$ cat config.mk
export PLATFORM = sky130hd
export DESIGN_NAME = wshb_mire
export DESIGN_NICKNAME = d
export VERILOG_FILES = /design/src/rtl/wshb_mire.sv
export SDC_FILE = /design/constraint.sdc
export NUM_CORES = 1
export LEC_CHECK = 0
export ABC_AREA = 1
export CAP_MARGIN = 20
export CORE_MARGIN = 3
export CORE_UTILIZATION = 50
export CTS_BUF_LIST = sky130_fd_sc_hd__clkbuf_16
export CTS_CLUSTER_DIAMETER = 80
export DETAILED_ROUTE_END_ITERATION = 12
export HOLD_SLACK_MARGIN = 0.1
export PLACE_DENSITY = 0.77
export SLEW_MARGIN = 20
export SYNTH_ARGS = -nofsm -noshare
export SYNTH_HDL_FRONTEND = slang
export SYNTH_SLANG_ARGS = --single-unit
$ cat constraint.sdc
create_clock -name sys_clk -period 1.9 [get_ports sys_clk]
set_clock_uncertainty 0.2 [all_clocks]
set_input_delay 0.285 -clock sys_clk [delete_from_list [all_inputs] [get_ports sys_clk]]
set_output_delay 0.285 -clock sys_clk [all_outputs]
set_load 0.05 [all_outputs]
$ cat src/rtl/wshb_mire.sv
// Wishbone test-pattern ("mire") generator: writes a grid pattern over the whole framebuffer, yielding the bus every BURST_LEN writes.
// Optional feature: define MIRE_ANIMATE_EN to scroll the vertical grid lines by one pixel per frame.
module wshb_mire #(
    parameter int HDISP     = 800,
    parameter int VDISP     = 480,
    parameter int BURST_LEN = 64,
    parameter int GRID      = 16
) (
    input  logic        sys_clk,
    input  logic        sys_rst_n,
    input  logic        enable,
    output logic        wb_cyc,
    output logic        wb_stb,
    output logic        wb_we,
    output logic [31:0] wb_adr,
    output logic [31:0] wb_dat_ms,
    output logic [3:0]  wb_sel,
    input  logic        wb_ack,
    input  logic        wb_err,
    output logic        frame_done,
    output logic        busy
);

    localparam int XW = (HDISP > 1) ? $clog2(HDISP) : 1;
    localparam int YW = (VDISP > 1) ? $clog2(VDISP) : 1;
    localparam int BW = $clog2(BURST_LEN + 1);
    localparam int OW = $clog2(GRID);

    typedef enum logic [1:0] {
        IDLE  = 2'd0,
        WRITE = 2'd1,
        PAUSE = 2'd2
    } state_t;

    state_t          state_r;
    state_t          state_nxt_s;
    logic [XW-1:0]   x_r;
    logic [XW-1:0]   x_nxt_s;
    logic [YW-1:0]   y_r;
    logic [YW-1:0]   y_nxt_s;
    logic [31:0]     pix_r;
    logic [31:0]     pix_nxt_s;
    logic [BW-1:0]   burst_r;
    logic [BW-1:0]   burst_nxt_s;
    logic [OW-1:0]   off_nxt_s;
    logic            adv_s;
    logic            burst_end_s;
    logic            frame_end_s;
    logic            stb_nxt_s;

    // Grid rule: white on every GRID-th column (shifted by the scroll offset) and every GRID-th row.
    function automatic logic [31:0] mire_pixel(input logic [XW-1:0] x, input logic [YW-1:0] y,
                                               input logic [OW-1:0] off);
        logic [OW-1:0] xs;
        logic [OW-1:0] ys;
        xs = OW'(32'(x)) + off;
        ys = OW'(32'(y));
        if ((xs == '0) || (ys == '0)) begin
            return 32'h00FF_FFFF;
        end else begin
            return 32'h0000_0000;
        end
    endfunction

    // Next pixel position, burst count and FSM state; an error cycle never advances anything.
    always_comb begin
        adv_s       = (state_r == WRITE) && wb_ack && !wb_err;
        x_nxt_s     = x_r;
        y_nxt_s     = y_r;
        pix_nxt_s   = pix_r;
        burst_nxt_s = burst_r;
        frame_end_s = 1'b0;
        burst_end_s = 1'b0;
        state_nxt_s = state_r;
        if (adv_s) begin
            if (x_r == XW'(HDISP - 1)) begin
                x_nxt_s = '0;
                if (y_r == YW'(VDISP - 1)) begin
                    y_nxt_s     = '0;
                    pix_nxt_s   = 32'd0;
                    frame_end_s = 1'b1;
                end else begin
                    y_nxt_s   = y_r + YW'(1);
                    pix_nxt_s = pix_r + 32'd1;
                end
            end else begin
                x_nxt_s   = x_r + XW'(1);
                pix_nxt_s = pix_r + 32'd1;
            end
            burst_end_s = (burst_r == BW'(BURST_LEN - 1));
            burst_nxt_s = burst_end_s ? '0 : burst_r + BW'(1);
        end else begin
            burst_nxt_s = burst_r;
        end
        case (state_r)
            IDLE:    state_nxt_s = enable ? WRITE : IDLE;
            WRITE:   state_nxt_s = burst_end_s ? PAUSE : WRITE;
            PAUSE:   state_nxt_s = enable ? WRITE : IDLE;
            default: state_nxt_s = IDLE;
        endcase
        stb_nxt_s = (state_nxt_s == WRITE);
    end

`ifdef MIRE_ANIMATE_EN
    logic [OW-1:0] off_r;

    // Scroll offset advances together with the frame_done pulse.
    always_ff @(posedge sys_clk) begin
        if (!sys_rst_n) begin
            off_r <= '0;
        end else begin
            off_r <= off_nxt_s;
        end
    end

    // Offset seen by the next pixel already includes a wrap that happens this cycle.
    always_comb begin
        off_nxt_s = frame_end_s ? off_r + OW'(1) : off_r;
    end
`else
    // Static pattern: no scroll.
    always_comb begin
        off_nxt_s = '0;
    end
`endif

    // State, position and registered bus outputs; address/data are loaded from the next position.
    always_ff @(posedge sys_clk) begin
        if (!sys_rst_n) begin
            state_r    <= IDLE;
            x_r        <= '0;
            y_r        <= '0;
            pix_r      <= 32'd0;
            burst_r    <= '0;
            wb_cyc     <= 1'b0;
            wb_stb     <= 1'b0;
            wb_we      <= 1'b0;
            wb_sel     <= 4'h0;
            wb_adr     <= 32'd0;
            wb_dat_ms  <= 32'd0;
            frame_done <= 1'b0;
            busy       <= 1'b0;
        end else begin
            state_r    <= state_nxt_s;
            x_r        <= x_nxt_s;
            y_r        <= y_nxt_s;
            pix_r      <= pix_nxt_s;
            burst_r    <= burst_nxt_s;
            wb_cyc     <= stb_nxt_s;
            wb_stb     <= stb_nxt_s;
            wb_we      <= stb_nxt_s;
            wb_sel     <= stb_nxt_s ? 4'hF : 4'h0;
            wb_adr     <= stb_nxt_s ? (pix_nxt_s << 2) : 32'd0;
            wb_dat_ms  <= stb_nxt_s ? mire_pixel(x_nxt_s, y_nxt_s, off_nxt_s) : 32'd0;
            frame_done <= frame_end_s;
            busy       <= (state_nxt_s != IDLE);
        end
    end

endmodule

==> results.yml, run 1 <==
synthesis:
  synthXorXnorAreaFrac_pct: 5.02
  syn_inst: 557
  synth.largest_area_cell: "dfxtp_1"
  synthMuxAreaShare_pct: 0
  synth.area.top_cells: "dfxtp_1, nor2_1, nand2_1"
  postSynthAreaPerCell_um2: 7.51
  synth-async-reset-ratio_pct: 0
  synth_top_family_by_area: "simple AND/OR/NAND/NOR gates"
  ys_seq_elements: 92
  netlist.area_leader.share_pct: 44.0
  synth_flop_cell: "dfxtp_1"
  synth_cell_type_count: 35
  synth_fa_ha_area_share_pct: 1.20
  ys_warn_count: 0
  yosysSeqAreaShare_pct: 44.0
  synth_edf_count: 0
  synth-simple-area-share_pct: 31.9
  synth_area_um2: 4180
  synth-compound-area-share_pct: 4.64
sta:
  holdWs_ns: 0.279
  fin_crit_ns: 1.89
  setup_viol: 0
  slew_violations: 0
  max_freq_mhz: 530
  timing.final.crit_share_pct: 99.2
  hold_violations: 0
  fin_ws_ns: 0.0145
  rsz0062_at_grt: "yes"
power:
  power_frac_clock_pct: 38.7
  total_power_mw: 4.25
  pwr-share-comb_pct: 15.3
  internal_power_mw: 3.08
  power_density_nw_per_um2: 748
  switching_power_mw: 1.17
  p_sw_share_pct: 27.5
  p_seq_share_pct: 46.0
  ir_drop_v: 0.000629
  total_leakage_power_nw: 2.44
layout:
  drive_gt1_share_pct: 29.4
  antenna_cells: 0
  syn_to_final_growth_pct: 35.7
  finalNetCount: 661
critical_path:
  cp.arrival_ns: 1.91
  worst-path-buf-inv: 3
  r2r-start: "state_r[0]"
  crit_family: "buffers and inverters"
  cp.required_ns: 1.92
  start_kind: "input pin"
  cp_cell_sequence: "clkdlybuf4s50_1 -> inv_2 -> nor2_4 -> nand2_4 -> buf_4 -> or2_0 -> o21ai_0 -> nor2_1 -> nand2_1 -> a21oi_1"
  cp-startpoint: "wb_ack"
  crit_slowest_cell: "clkdlybuf4s50_1"
  max_stage_delay_ns: 0.47
  path_max_fanout: 5
  endpoint_kind: "flip-flop"
  crit_type: "input pin to flip-flop"
clocking:
  cts_made_buffers: 9
  hold_buffers: 0
  clockBufferDepth: 2
  cts_tree: "built"
  htree_levels: 3
  root_buffer: "clkbuf_16"
  cts_sinks: 92
  worstSkewPairLatency_ns: 0.34
  path_clk_slew_ns: 0.07
detailed_routing:
  routed_wl_um: 10500
  vias: 3862
  drt_first_pass_iters: 7
  post_drt_wl_per_cell_um: 13.9
  drt-initial-drc-count: 204
  via_per_inst: 5.09
  drcViolationCount: 0
  detail-route-antenna-nets: 0
grt:
  grt_pass1_vias: 3633
  grt.overflow.total: 0
  grt.met3_usage_pct: 4.24
  grtUsageMet1_pct: 22.8
  grtUsageMet2_pct: 39.2
  grt_pass1_wl_um: 16400
  busiest_layer: "met2"
  grt_max_degree: 25
  grtUsageTotal_pct: 20.7
  antenna_found_initial: 0
flow_run:
  cap_violations: 0
die:
  boundaryPins: 78
  rows: 32
  start_util_pct: 52.8
  die_w_um: 97.5
  core_area_um2: 7930
  die_y_um: 97.5
  die-area_um2: 9500
hold_path:
  min_from: "burst_r[6]"
  min_path_type: "flip-flop to flip-flop"
place:
  preCtsSetupSlack_ns: -0.304
  place.gp.congestion: 0.920
  io_buffer_count: 67
  dp_hpwl_um: 7340
run_status:
  outcome: "complete, no violations"
[layout by cell type (no fill, tap or decap), types with 10 or more instances in the layout]
master   instances
dfxtp_1         86
nor3_1          12
nor2_1         109
nand3_1         26
conb_1          10
buf_4           90
inv_2           10
xor2_1          15
nand2_1        100
a21oi_1         15
buf_12          28
inv_1           46
[kinds of logic (layout without fill, tap and decap cells)]
group           count (synthesis)  in the layout
simple gates                  298            299
fa+ha+maj                       4              4
buf+inv                       103            193
xor+xnor                       24             24
compound gates                 35             35
flops                          92             92
other cells                     1             10
[power groups by stage]
stage | sequential [mW] | combinational [mW] | clock [mW]
after floorplan | 2.02 | 0.398 | 0
after global placement | 1.99 | 0.621 | 0
after detailed placement | 2.00 | 0.628 | 0
after CTS | 1.95 | 0.630 | 1.68
after global routing | 1.95 | 0.673 | 1.75
final | 1.95 | 0.651 | 1.64
[per-stage QoR]
step | cells | setup TNS, ns | area [um2] | utilization, %
floorplan | 566 | 0 | 4220 | -
global placement | 732 | -8.91 | 5190 | 65.5
detailed placement | 732 | -12.16 | 5190 | 65.5
CTS | 748 | 0 | 5490 | 69.3
global route | 759 | -0.932 | 5680 | 71.6
finish | 759 | 0 | 5680 | 71.6
[timing repair]
item,CTS,global route
setup buffers,0,10
gates cloned,0,1
gates resized for setup,5,31
pin swaps,1,12
endpoints found under the setup margin,16,72
[synth_stat cells, types with 5 or more instances]
cell type  instances
nor2_2             8
o21ai_0            8
a21oi_1           15
xor2_1            15
nor2_1           114
nand4_1            8
nand3_1           28
xnor2_1            9
buf_4             43
nor3_1            12
inv_2              9
nand2_1          106
o21ai_1            5
dfxtp_1           92
inv_1             46
[flip-flops by register name (all words and copies together) (netlist names)]
signal,cells
y_r,9
wb_dat_ms,1
x_r,10
wb_adr,30
pix_r,30
frame_done,1
burst_r,7
wb_sel,1
busy,1
state_r,2
[layout make-up]
| type | count | area, um2 |
|---|---|---|
| fill | 592 | 2250 |
| multi-input combinational | 372 | 1940 |
| sequential | 92 | 1850 |
| timing repair buffer | 122 | 1280 |
| clock buffer | 9 | 225 |
| inverter | 55 | 206 |
| tap | 102 | 128 |
| clock inverter | 7 | 53.8 |
[tightest hold or removal path: cells and delay by family, from the launching register on]
| family | cells | cell delay, ns |
|---|---|---|
| DFF | 1 | 0.30 |
| buffers and inverters | 1 | 0.08 |
| AOI/OAI and AO/OA | 1 | 0.06 |
[metal layers]
| metal | part of all wire (%) | vias to the layer above | routed length (um) |
|---|---|---|---|
| li1 | - | 1886 | - |
| met1 | 38 | 1824 | 3960 |
| met2 | 55 | 124 | 5790 |
| met3 | 5.4 | 28 | 569 |
| met4 | 2.1 | 0 | 225 |
| met5 | 0 | - | 0 |
[worst paths after layout]
kind                         to  slack, ns  cells past startpoint
setup / recovery  wb_dat_ms[22]       0.01                     10
hold / removal       burst_r[6]       0.28                      2
setup reg to reg  wb_dat_ms[22]       0.05                      9
hold reg to reg      burst_r[6]       0.28                      2
(Power assumes the default switching activity.)
==> run 2, diff against run 1 <==
CAP_MARGIN = 15   (was 20)
==> results of run 2 <==
Final layout, timing and power as in run 1 (identical DEF).
==> run 3, diff against run 2 <==
GPL_TIMING_DRIVEN = 1   (was unset)
PLACE_DENSITY = 0.76   (was 0.77)
==> run 3 against run 2 <==
Compared with the run above:
- die area unchanged
- total power rose by 2.5%
- non-clock buffer count shrank 5
- sequential share of layout area fell by 0.17 points
- register-to-register slack hardly changed
- fmax grew 1.3%
- critical path depth shrank 1
- combinational power about the same
- clock power up 7%
- first-iteration DRC count is 17% lower
- cell area grew 0.59%
- worst hold slack worse by 0.010 ns
- critical path type is now flip-flop to flip-flop
- critical endpoint is now wb_adr[18]
- largest power group unchanged
- highest routed layer unchanged
==> results.yml, run 3 (synthesis results as in run 1) <==
clocking:
  worstSkewPairLatency_ns: 0.34
  hold_buffers: 0
  path_clk_slew_ns: 0.06
  clockBufferDepth: 2
  cts_tree: "built"
  htree_levels: 3
  root_buffer: "clkbuf_16"
  cts_made_buffers: 9
  cts_sinks: 92
power:
  total_power_mw: 4.35
  power_frac_clock_pct: 40.2
  pwr-share-comb_pct: 15.0
  p_sw_share_pct: 26.5
  switching_power_mw: 1.16
  p_seq_share_pct: 44.8
  internal_power_mw: 3.20
  ir_drop_v: 0.000454
  power_density_nw_per_um2: 762
  total_leakage_power_nw: 2.46
die:
  core_area_um2: 7930
  boundaryPins: 78
  start_util_pct: 52.8
  die_y_um: 97.5
  rows: 32
  die-area_um2: 9500
  die_w_um: 97.5
sta:
  setup_viol: 0
  rsz0062_at_grt: "yes"
  slew_violations: 0
  max_freq_mhz: 537
  timing.final.crit_share_pct: 98.0
  fin_tns_setup_ns: 0
  fin_crit_ns: 1.86
  hold_violations: 0
place:
  dp_hpwl_um: 7310
  io_buffer_count: 67
  place.gp.congestion: 0.919
  place_inst: 729
detailed_routing:
  via_per_inst: 5.10
  drt-initial-drc-count: 170
  vias: 3844
  post_drt_wl_per_cell_um: 14.1
  drt_first_pass_iters: 5
  drcViolationCount: 0
  routed_wl_um: 10600
  detail-route-antenna-nets: 0
grt:
  grtUsageMet1_pct: 22.1
  grtUsageTotal_pct: 21.1
  grtUsageMet2_pct: 40.9
  busiest_layer: "met2"
  grt_max_degree: 25
  grt_pass1_wl_um: 16500
  antenna_found_initial: 0
  grt.overflow.total: 0
  grt.met3_usage_pct: 5.17
  grt_pass1_vias: 3629
layout:
  fin_cells: 753
  layout_commonest_cell: "nor2_1"
  largestRegisters: "pix_r x30, wb_adr x30, x_r x10"
  finalNetCount: 656
  syn_to_final_growth_pct: 36.5
  antenna_cells: 0
  layout_common_cells: "nor2_1, nand2_1, dfxtp_1, buf_4, inv_1"
  drive_gt1_share_pct: 30.3
critical_path:
  rr_endpoint: "wb_adr[18]"
  reg2reg_depth: 9
  cp_cell_sequence: "ha_1 -> nand2_1 -> nor2_2 -> nand3_2 -> o21ai_2 -> a21oi_2 -> nand2_2 -> buf_12 -> nor2_1"
  start_kind: "flip-flop"
  worst-path-buf-inv: 1
  crit_slowest_cell: "dfxtp_2"
  cp.required_ns: 1.98
  reg2reg_setup_slack_ns: 0.04
  r2r-start: "burst_r[0]"
  path_max_fanout: 22
  cp.arrival_ns: 1.94
  crit_type: "flip-flop to flip-flop"
  max_stage_delay_ns: 0.33
  endpoint_kind: "flip-flop"
  crit_family: "simple AND/OR/NAND/NOR gates"
hold_path:
  min_from: "burst_r[6]"
  whs_endpoint: "burst_r[6]"
  hold_path_depth: 2
  min_path_type: "flip-flop to flip-flop"
run_status:
  outcome: "complete, no violations"
flow_run:
  cap_violations: 0
[run 3: cell count changes in the layout (fill, tap and decap cells not counted), moves of 3 or more]
cell	delta
clkinv_4	-3
buf_4	-6
nor2_1	-4
nand2_1	-3
nor2_2	+4
[run 3: final cells by class]
cell class              instances  area [um2]
clock buffers                   9         225
clock inverters                 6        65.1
fillers                       567        2210
inverters                      55         206
multi-input cells             372        2000
flip-flops and latches         92        1850
well taps                     102         128
repair buffers                117        1240
[run 3: metrics by stage]
| step | area, um2 | hold WS, ns | setup slack [ns] | utilization, % |
|---|---|---|---|---|
| final | 5710 | 0.269 | 0.0381 | 72.1 |
| after global routing | 5710 | 0.286 | -0.0595 | 72.1 |
| after CTS | 5520 | 0.254 | 0.00126 | 69.6 |
| after detailed placement | 5170 | 0.244 | -0.274 | 65.2 |
| after global placement | 5170 | 0.238 | -0.211 | 65.2 |
| after floorplan | 4220 | 0.212 | 0.113 | - |
[run 3: worst max path at each step]
stage,startpoint,endpoint,slack (ns),depth (start not counted)
after global routing,pix_r[9],wb_adr[31],-0.06,8
after detailed placement,wb_ack,x_r[7],-0.27,9
after floorplan,wb_dat_ms[22],wb_dat_ms[10],0.11,1
final,burst_r[0],wb_adr[18],0.04,9
after CTS,x_r[0],y_r[7],0.001,10
after global placement,wb_ack,wb_adr[25],-0.21,10
[run 3: power by group through the flow]
stage | Sequential (mW) | Combinational [mW] | Clock [mW]
floorplan | 2.02 | 0.398 | 0
global placement | 1.99 | 0.625 | 0
detailed placement | 1.99 | 0.633 | 0
CTS | 1.95 | 0.636 | 1.77
global route | 1.95 | 0.675 | 1.85
finish | 1.95 | 0.654 | 1.75
[run 3: what timing repair did]
item | 4_1_cts | 5_1_grt
cloned | 0 | 1
setup buffers | 3 | 5
endpoints found under the setup margin | 27 | 63
pin swaps | 6 | 16
gates resized for setup | 9 | 46
[run 3: routing by layer]
| metal | wire length (um) | part of all wire [%] |
|---|---|---|
| met1 | 3890 | 37 |
| met2 | 5790 | 54 |
| met3 | 726 | 6.8 |
| met4 | 225 | 2.1 |
| met5 | 0 | 0 |
[run 3: worst register-to-register path, stage by stage, from the launching register on]
cell	delay, ns
dfxtp_2	0.33
ha_1	0.20
nand2_1	0.12
nor2_2	0.06
nand3_2	0.09
o21ai_2	0.08
a21oi_2	0.28
nand2_2	0.13
buf_12	0.18
nor2_1	0.12
